File: src/rtl/mem_if_pkg.sv
// Shared types and constants for the cache <-> memory request interface.
package mem_if_pkg;

  localparam int unsigned ADDR_W_DEF = 32;
  localparam int unsigned LINE_W_DEF = 128;
  localparam int unsigned LINE_BYTES = LINE_W_DEF / 8;
  localparam int unsigned OFF_BITS   = $clog2(LINE_BYTES);

  typedef enum logic [1:0] {
    StIdle,
    StReq,
    StResp,
    StGap
  } refill_state_e;

  typedef struct packed {
    logic                  req;
    logic [ADDR_W_DEF-1:0] addr;
  } mem_req_t;

  // Number of byte-offset bits inside a line of line_w bits.
  function automatic int unsigned off_bits(int unsigned line_w);
    return $clog2(line_w / 8);
  endfunction

endpackage

File: src/rtl/mem_req_timer.sv
// Saturating request timer; expire_o flags the last allowed REQ cycle.
module mem_req_timer #(
  parameter int unsigned TIMEOUT = 64
) (
  input  logic clk_i,
  input  logic rst_ni,
  input  logic clr_i,
  input  logic en_i,
  output logic expire_o
);

  localparam int unsigned CntW    = (TIMEOUT > 0) ? $clog2(TIMEOUT + 1) : 1;
  localparam bit          Enabled = (TIMEOUT > 0);
  localparam logic [CntW-1:0] CntMax  = CntW'(TIMEOUT);
  localparam logic [CntW-1:0] CntLast = CntW'((TIMEOUT > 0) ? TIMEOUT - 1 : 0);

  logic [CntW-1:0] cnt_q, cnt_d;

  // Next count: clear wins, otherwise count up and hold at TIMEOUT.
  always_comb begin
    cnt_d = cnt_q;
    if (clr_i) begin
      cnt_d = '0;
    end else if (en_i && (cnt_q != CntMax)) begin
      cnt_d = cnt_q + CntW'(1);
    end
  end

  // Counter register.
  always_ff @(posedge clk_i or negedge rst_ni) begin
    if (!rst_ni) begin
      cnt_q <= '0;
    end else begin
      cnt_q <= cnt_d;
    end
  end

  assign expire_o = Enabled && (cnt_q == CntLast);

endmodule

File: src/rtl/mem_refill_ctrl.sv
// I-cache line refill initiator: one miss at a time, level-held memory request,
// timeout abort, valid/ready fill handoff and a forced idle gap afterwards.
module mem_refill_ctrl
  import mem_if_pkg::*;
#(
  parameter int unsigned ADDR_W     = 32,
  parameter int unsigned LINE_W     = 128,
  parameter int unsigned TIMEOUT    = 64,
  parameter int unsigned GAP_CYCLES = 1
) (
  input  logic              clk_i,
  input  logic              rst_ni,
  input  logic              miss_valid_i,
  output logic              miss_ready_o,
  input  logic [ADDR_W-1:0] miss_addr_i,
  output logic              fill_valid_o,
  input  logic              fill_ready_i,
  output logic [ADDR_W-1:0] fill_addr_o,
  output logic [LINE_W-1:0] fill_data_o,
  output logic              fill_err_o,
  output logic              mem_req_o,
  output logic [ADDR_W-1:0] mem_addr_o,
  input  logic              mem_ready_i,
  input  logic [LINE_W-1:0] mem_data_i,
  output logic              busy_o
);

  localparam int unsigned OffW = off_bits(LINE_W);
  localparam logic [ADDR_W-1:0] AlignMask = {ADDR_W{1'b1}} << OffW;
  localparam int unsigned GapW = (GAP_CYCLES > 0) ? $clog2(GAP_CYCLES + 1) : 1;
  localparam logic [GapW-1:0] GapLast = GapW'((GAP_CYCLES > 0) ? GAP_CYCLES - 1 : 0);

  refill_state_e state_q, state_d;

  logic              mem_req_q, mem_req_d;
  logic [ADDR_W-1:0] mem_addr_q, mem_addr_d;
  logic              fill_valid_q, fill_valid_d;
  logic [ADDR_W-1:0] fill_addr_q, fill_addr_d;
  logic [LINE_W-1:0] fill_data_q, fill_data_d;
  logic              fill_err_q, fill_err_d;
  logic [GapW-1:0]   gap_cnt_q, gap_cnt_d;

  logic tmr_clr, tmr_en, tmr_expire;

  mem_req_timer #(
    .TIMEOUT(TIMEOUT)
  ) u_timer (
    .clk_i   (clk_i),
    .rst_ni  (rst_ni),
    .clr_i   (tmr_clr),
    .en_i    (tmr_en),
    .expire_o(tmr_expire)
  );

  // State register.
  always_ff @(posedge clk_i or negedge rst_ni) begin
    if (!rst_ni) begin
      state_q <= StIdle;
    end else begin
      state_q <= state_d;
    end
  end

  // Next-state logic; a data response takes priority over timeout expiry.
  always_comb begin
    state_d = state_q;
    unique case (state_q)
      StIdle: if (miss_valid_i) state_d = StReq;
      StReq:  if (mem_ready_i || tmr_expire) state_d = StResp;
      StResp: if (fill_ready_i) state_d = (GAP_CYCLES > 0) ? StGap : StIdle;
      StGap:  if (gap_cnt_q == GapLast) state_d = StIdle;
      default: state_d = StIdle;
    endcase
  end

  // Next values of the registered outputs, timer control and gap counter.
  always_comb begin
    mem_req_d    = mem_req_q;
    mem_addr_d   = mem_addr_q;
    fill_valid_d = fill_valid_q;
    fill_addr_d  = fill_addr_q;
    fill_data_d  = fill_data_q;
    fill_err_d   = fill_err_q;
    gap_cnt_d    = gap_cnt_q;
    tmr_clr      = 1'b0;
    tmr_en       = 1'b0;
    unique case (state_q)
      StIdle: begin
        if (miss_valid_i) begin
          mem_addr_d  = miss_addr_i & AlignMask;
          fill_addr_d = miss_addr_i & AlignMask;
          mem_req_d   = 1'b1;
          tmr_clr     = 1'b1;
        end
      end
      StReq: begin
        tmr_en = 1'b1;
        if (mem_ready_i) begin
          fill_data_d  = mem_data_i;
          fill_err_d   = 1'b0;
          mem_req_d    = 1'b0;
          fill_valid_d = 1'b1;
        end else if (tmr_expire) begin
          fill_data_d  = '0;
          fill_err_d   = 1'b1;
          mem_req_d    = 1'b0;
          fill_valid_d = 1'b1;
        end
      end
      StResp: begin
        if (fill_ready_i) begin
          fill_valid_d = 1'b0;
          gap_cnt_d    = '0;
        end
      end
      StGap: gap_cnt_d = gap_cnt_q + GapW'(1);
      default: ;
    endcase
  end

  // Output and datapath registers.
  always_ff @(posedge clk_i or negedge rst_ni) begin
    if (!rst_ni) begin
      mem_req_q    <= 1'b0;
      mem_addr_q   <= '0;
      fill_valid_q <= 1'b0;
      fill_addr_q  <= '0;
      fill_data_q  <= '0;
      fill_err_q   <= 1'b0;
      gap_cnt_q    <= '0;
    end else begin
      mem_req_q    <= mem_req_d;
      mem_addr_q   <= mem_addr_d;
      fill_valid_q <= fill_valid_d;
      fill_addr_q  <= fill_addr_d;
      fill_data_q  <= fill_data_d;
      fill_err_q   <= fill_err_d;
      gap_cnt_q    <= gap_cnt_d;
    end
  end

  assign miss_ready_o = (state_q == StIdle);
  assign busy_o       = (state_q != StIdle);
  assign mem_req_o    = mem_req_q;
  assign mem_addr_o   = mem_addr_q;
  assign fill_valid_o = fill_valid_q;
  assign fill_addr_o  = fill_addr_q;
  assign fill_data_o  = fill_data_q;
  assign fill_err_o   = fill_err_q;

endmodule
File: config.mk
export PLATFORM = sky130hd
export DESIGN_NAME = mem_refill_ctrl
export DESIGN_NICKNAME = d
export VERILOG_FILES = /design/src/rtl/mem_if_pkg.sv /design/src/rtl/mem_req_timer.sv /design/src/rtl/mem_refill_ctrl.sv
export SDC_FILE = /design/constraint.sdc
export NUM_CORES = 1
export LEC_CHECK = 0
export CAP_MARGIN = 40
export CORE_MARGIN = 10
export CORE_UTILIZATION = 39
export DETAILED_ROUTE_END_ITERATION = 8
export PLACE_DENSITY = 0.81
export SLEW_MARGIN = 5
export SYNTH_ARGS = -nofsm -noshare
export SYNTH_HDL_FRONTEND = slang
export SYNTH_SLANG_ARGS = --single-unit
File: constraint.sdc
create_clock -name clk_i -period 2.8 [get_ports clk_i]
set_clock_uncertainty 0.2 [all_clocks]
set_input_delay 0.28 -clock clk_i [delete_from_list [all_inputs] [get_ports clk_i]]
set_output_delay 0.28 -clock clk_i [all_outputs]
set_load 0.005 [all_outputs]
==> results.cfg <==
[synthesis]
synth_cells = 458
syn-mean-instance-area_um2 = 14.4
synth_adder_area_share_pct = 1.14
yosysWarnings = 0
ys.flop_type = dfrtp_1
synth_cell_types = 33
synth.yosys.seq_area_share_pct = 64.3
synth-edff-count = 0
ys_top_cells_by_area = dfrtp_1 64%, a22o_1 17%, mux2_2 4.8%
synth_top_cell_by_area = dfrtp_1
synth_seq_cells = 169
synth-simple-area-share_pct = 1.90
async_flop_share_pct = 100
synth_top_area_share_pct = 64.3
synth_xor_xnor_area_share_pct = 0.400
synth_compound_area_share_pct = 19.3
synth_top_family_by_area = compound AO/OA/AOI/OAI gates
syn-cell-area_mm2 = 0.00658
synth.area.mux_share_pct = 4.95

[route]
vias = 5179
wire_per_inst_um = 21.5
vias_per_cell = 5.14
drc = 0
wl_mm = 21.7
drt_iter0_drc = 263
firstDrtPassIters = 4
drtAntennaViolNets = 0

[setup_path]
crit_start = state_q[0]
worstReg2RegStart = state_q[0]
critical_path.max_stage_delay_ns = 0.53
path_max_fanout = 5
worst_ep_arrival_time_ns = 1.82
worst_ep_required_time_ns = 2.32
cpMaxStageDelayCell = clkdlybuf4s50_1
worst_setup_path_end_kind = output pin
critPathKind = reg -> out
cp_common_cell = inv_1
crit_path_cell_trace = inv_1, ha_1, inv_1, clkdlybuf4s50_1
cp-start-kind = flip-flop

[cts]
cts_tree = done
insertion_delay_ns = 0.42
numClockSinks = 169
cts_setup_buffers = 0
h-tree-depth = 4
cts_root_buf = clkbuf_16
cts_buffers = 17
clockBufferDepth = 2
path_clk_slew_ns = 0.07

[cells_and_area]
fill_cells = 1191
area.growth.synth_to_final_pct = 61.2
regArea_mm2 = 0.00423
final_cell_mix = 348 x clkdlybuf4s50_1, 169 x dfrtp_1, 129 x a22o_1
multi_input_area_mm2 = 0.00186
fin_nets = 944
drive_gt1_share_pct = 9.16
final_common_cell = clkdlybuf4s50_1

[pwr]
p_seq_share_pct = 36.5
power.share.combinational_pct = 44.4
powerDensity_mw_per_mm2 = 1120
p_clk_share_pct = 19.0
power.leakage_uw = 0.00469
p_sw_share_pct = 30.2
intPower_uw = 8280
ir_drop_mv = 0.526
power_switching_uw = 3580

[sta]
timing.final.crit_period_ns = 2.30
fmax_ghz = 0.435
tightestPinTransition_ns = 0.584
finalMaxSlewViolations = 0
max-slew-margin-rel_pct = 61.1
setup_viol_count_final = 0
final_hold_viol_count = 0
rsz0062_at_grt = false
holdWs_ns = 0.0601
setup-tns-final_ns = 0
finalCritPeriodShare_pct = 82.0

[placement]
portBuffers = 349
routabilityCongestion = 0.792
dpl.hpwl_mm = 16.5

[hold_path]
hold_path.class = in -> async

[die]
dieHeight_um = 150
std_cell_rows = 47
fp.dieW_um = 150
dieArea_mm2 = 0.0225
core_area_mm2 = 0.0166
ioPinCount = 362
initial_utilization_pct = 39.7

[run_status]
status = finished, final reports clean

[global_route]
overflow = 0
track_usage_pct = 18.7
grt_max_degree = 81
grt_pass1_vias = 5582
grt_pass1_wl_mm = 32.5
grt_antenna_before_repair = 1

[run]
maxCapViolations = 0
[cell usage after synthesis (all sizes together), types with 2 or more instances]
cell type / n
a21oi: 5
a22o: 129
buf: 55
clkbuf: 13
dfrtp: 169
ha: 6
inv: 8
mux2: 28
nand2: 6
nand4: 3
nor2: 9
o211a: 2
o21ai: 8
xor2: 2
[registers in the layout, summed over array words and instances (netlist names)]
name,count
fill_addr_o,28
fill_data_o,128
fill_err_o,1
fill_valid_o,1
gap_cnt_q,1
mem_req_o,1
state_q,2
u_timer.cnt_q,7
[routing by layer]
metal  vias up  wire length [um]  global-route usage [%]  part of all wire (%)
li1       2290                 -                       -                     -
met2       275             11000                    31.8                    51
met3        36              2100                    6.94                   9.7
met5         -                 0                       0                     0
met4         0               594                    7.82                   2.7
met1      2578              7990                    20.8                    37
[power by group through the flow]
stage	clock network [uW]	logic (uW)	registers [uW]
6_report	2260	5270	4330
4_1_cts	2310	5390	4330
3_3_place_gp	0	5250	4280
5_1_grt	2430	5660	4470
3_5_place_dp	0	5370	4330
2_1_floorplan	0	2100	4320
[cell type report]
| cell class | instances | area share, % |
|---|---|---|
| Tap cell | 220 | 2.60 |
| Inverter | 8 | 0.283 |
| Clock buffer | 18 | 4.05 |
| Multi-Input combinational cell | 220 | 17.6 |
| Timing Repair Buffer | 357 | 34.3 |
| Clock inverter | 14 | 1.29 |
| Sequential cell | 169 | 39.9 |
| Antenna cell | 1 | 0.0236 |
[path summary, 6_finish.rpt]
check / end / slack, ns / depth (start not counted)
worst max-delay path: busy_o / 0.50 / 4
worst min-delay path: fill_addr_o[28] / 0.06 / 2
worst max register to register: fill_addr_o[17] / 0.59 / 6
worst min register to register: fill_data_o[93] / 0.30 / 1
max in group asynchronous: fill_data_o[33] / 1.65 / 3
min in group clk_i: fill_data_o[52] / 0.25 / 2
[logic make-up after synthesis]
| kind of cell | count (synthesis) |
|---|---|
| flip-flops | 169 |
| buffers and inverters | 76 |
| XOR/XNOR | 3 |
| AND/OR/NAND/NOR | 24 |
| adder cells (fa/ha/maj) | 6 |
| other | 1 |
| AO/OA/AOI/OAI | 150 |
| multiplexers | 29 |
[critical path, delay by kind of cell (launching register included)]
| family | cells | cell delay (ns) |
|---|---|---|
| buffers and inverters | 3 | 0.72 |
| flip-flops | 1 | 0.40 |
| adder cells (fa/ha/maj) | 1 | 0.27 |
[per-stage QoR]
stage	instances	setup slack (ns)	utilization (%)	instance area, um^2	power, uW
2_1_floorplan	465	0.739	-	6600	6420
3_3_place_gp	973	0.715	60.4	10000	9530
3_5_place_dp	973	0.617	60.4	10000	9690
4_1_cts	1006	0.459	63.9	10600	12000
5_1_grt	1007	0.420	63.9	10600	12600
6_report	1007	0.503	63.9	10600	11900
[what timing repair did]
action / in CTS / in global routing
endpoints found under the hold margin: 169 / 0
resized for setup: 0 / 0
hold buffers: 1 / 0
(Power assumes the default switching activity.)
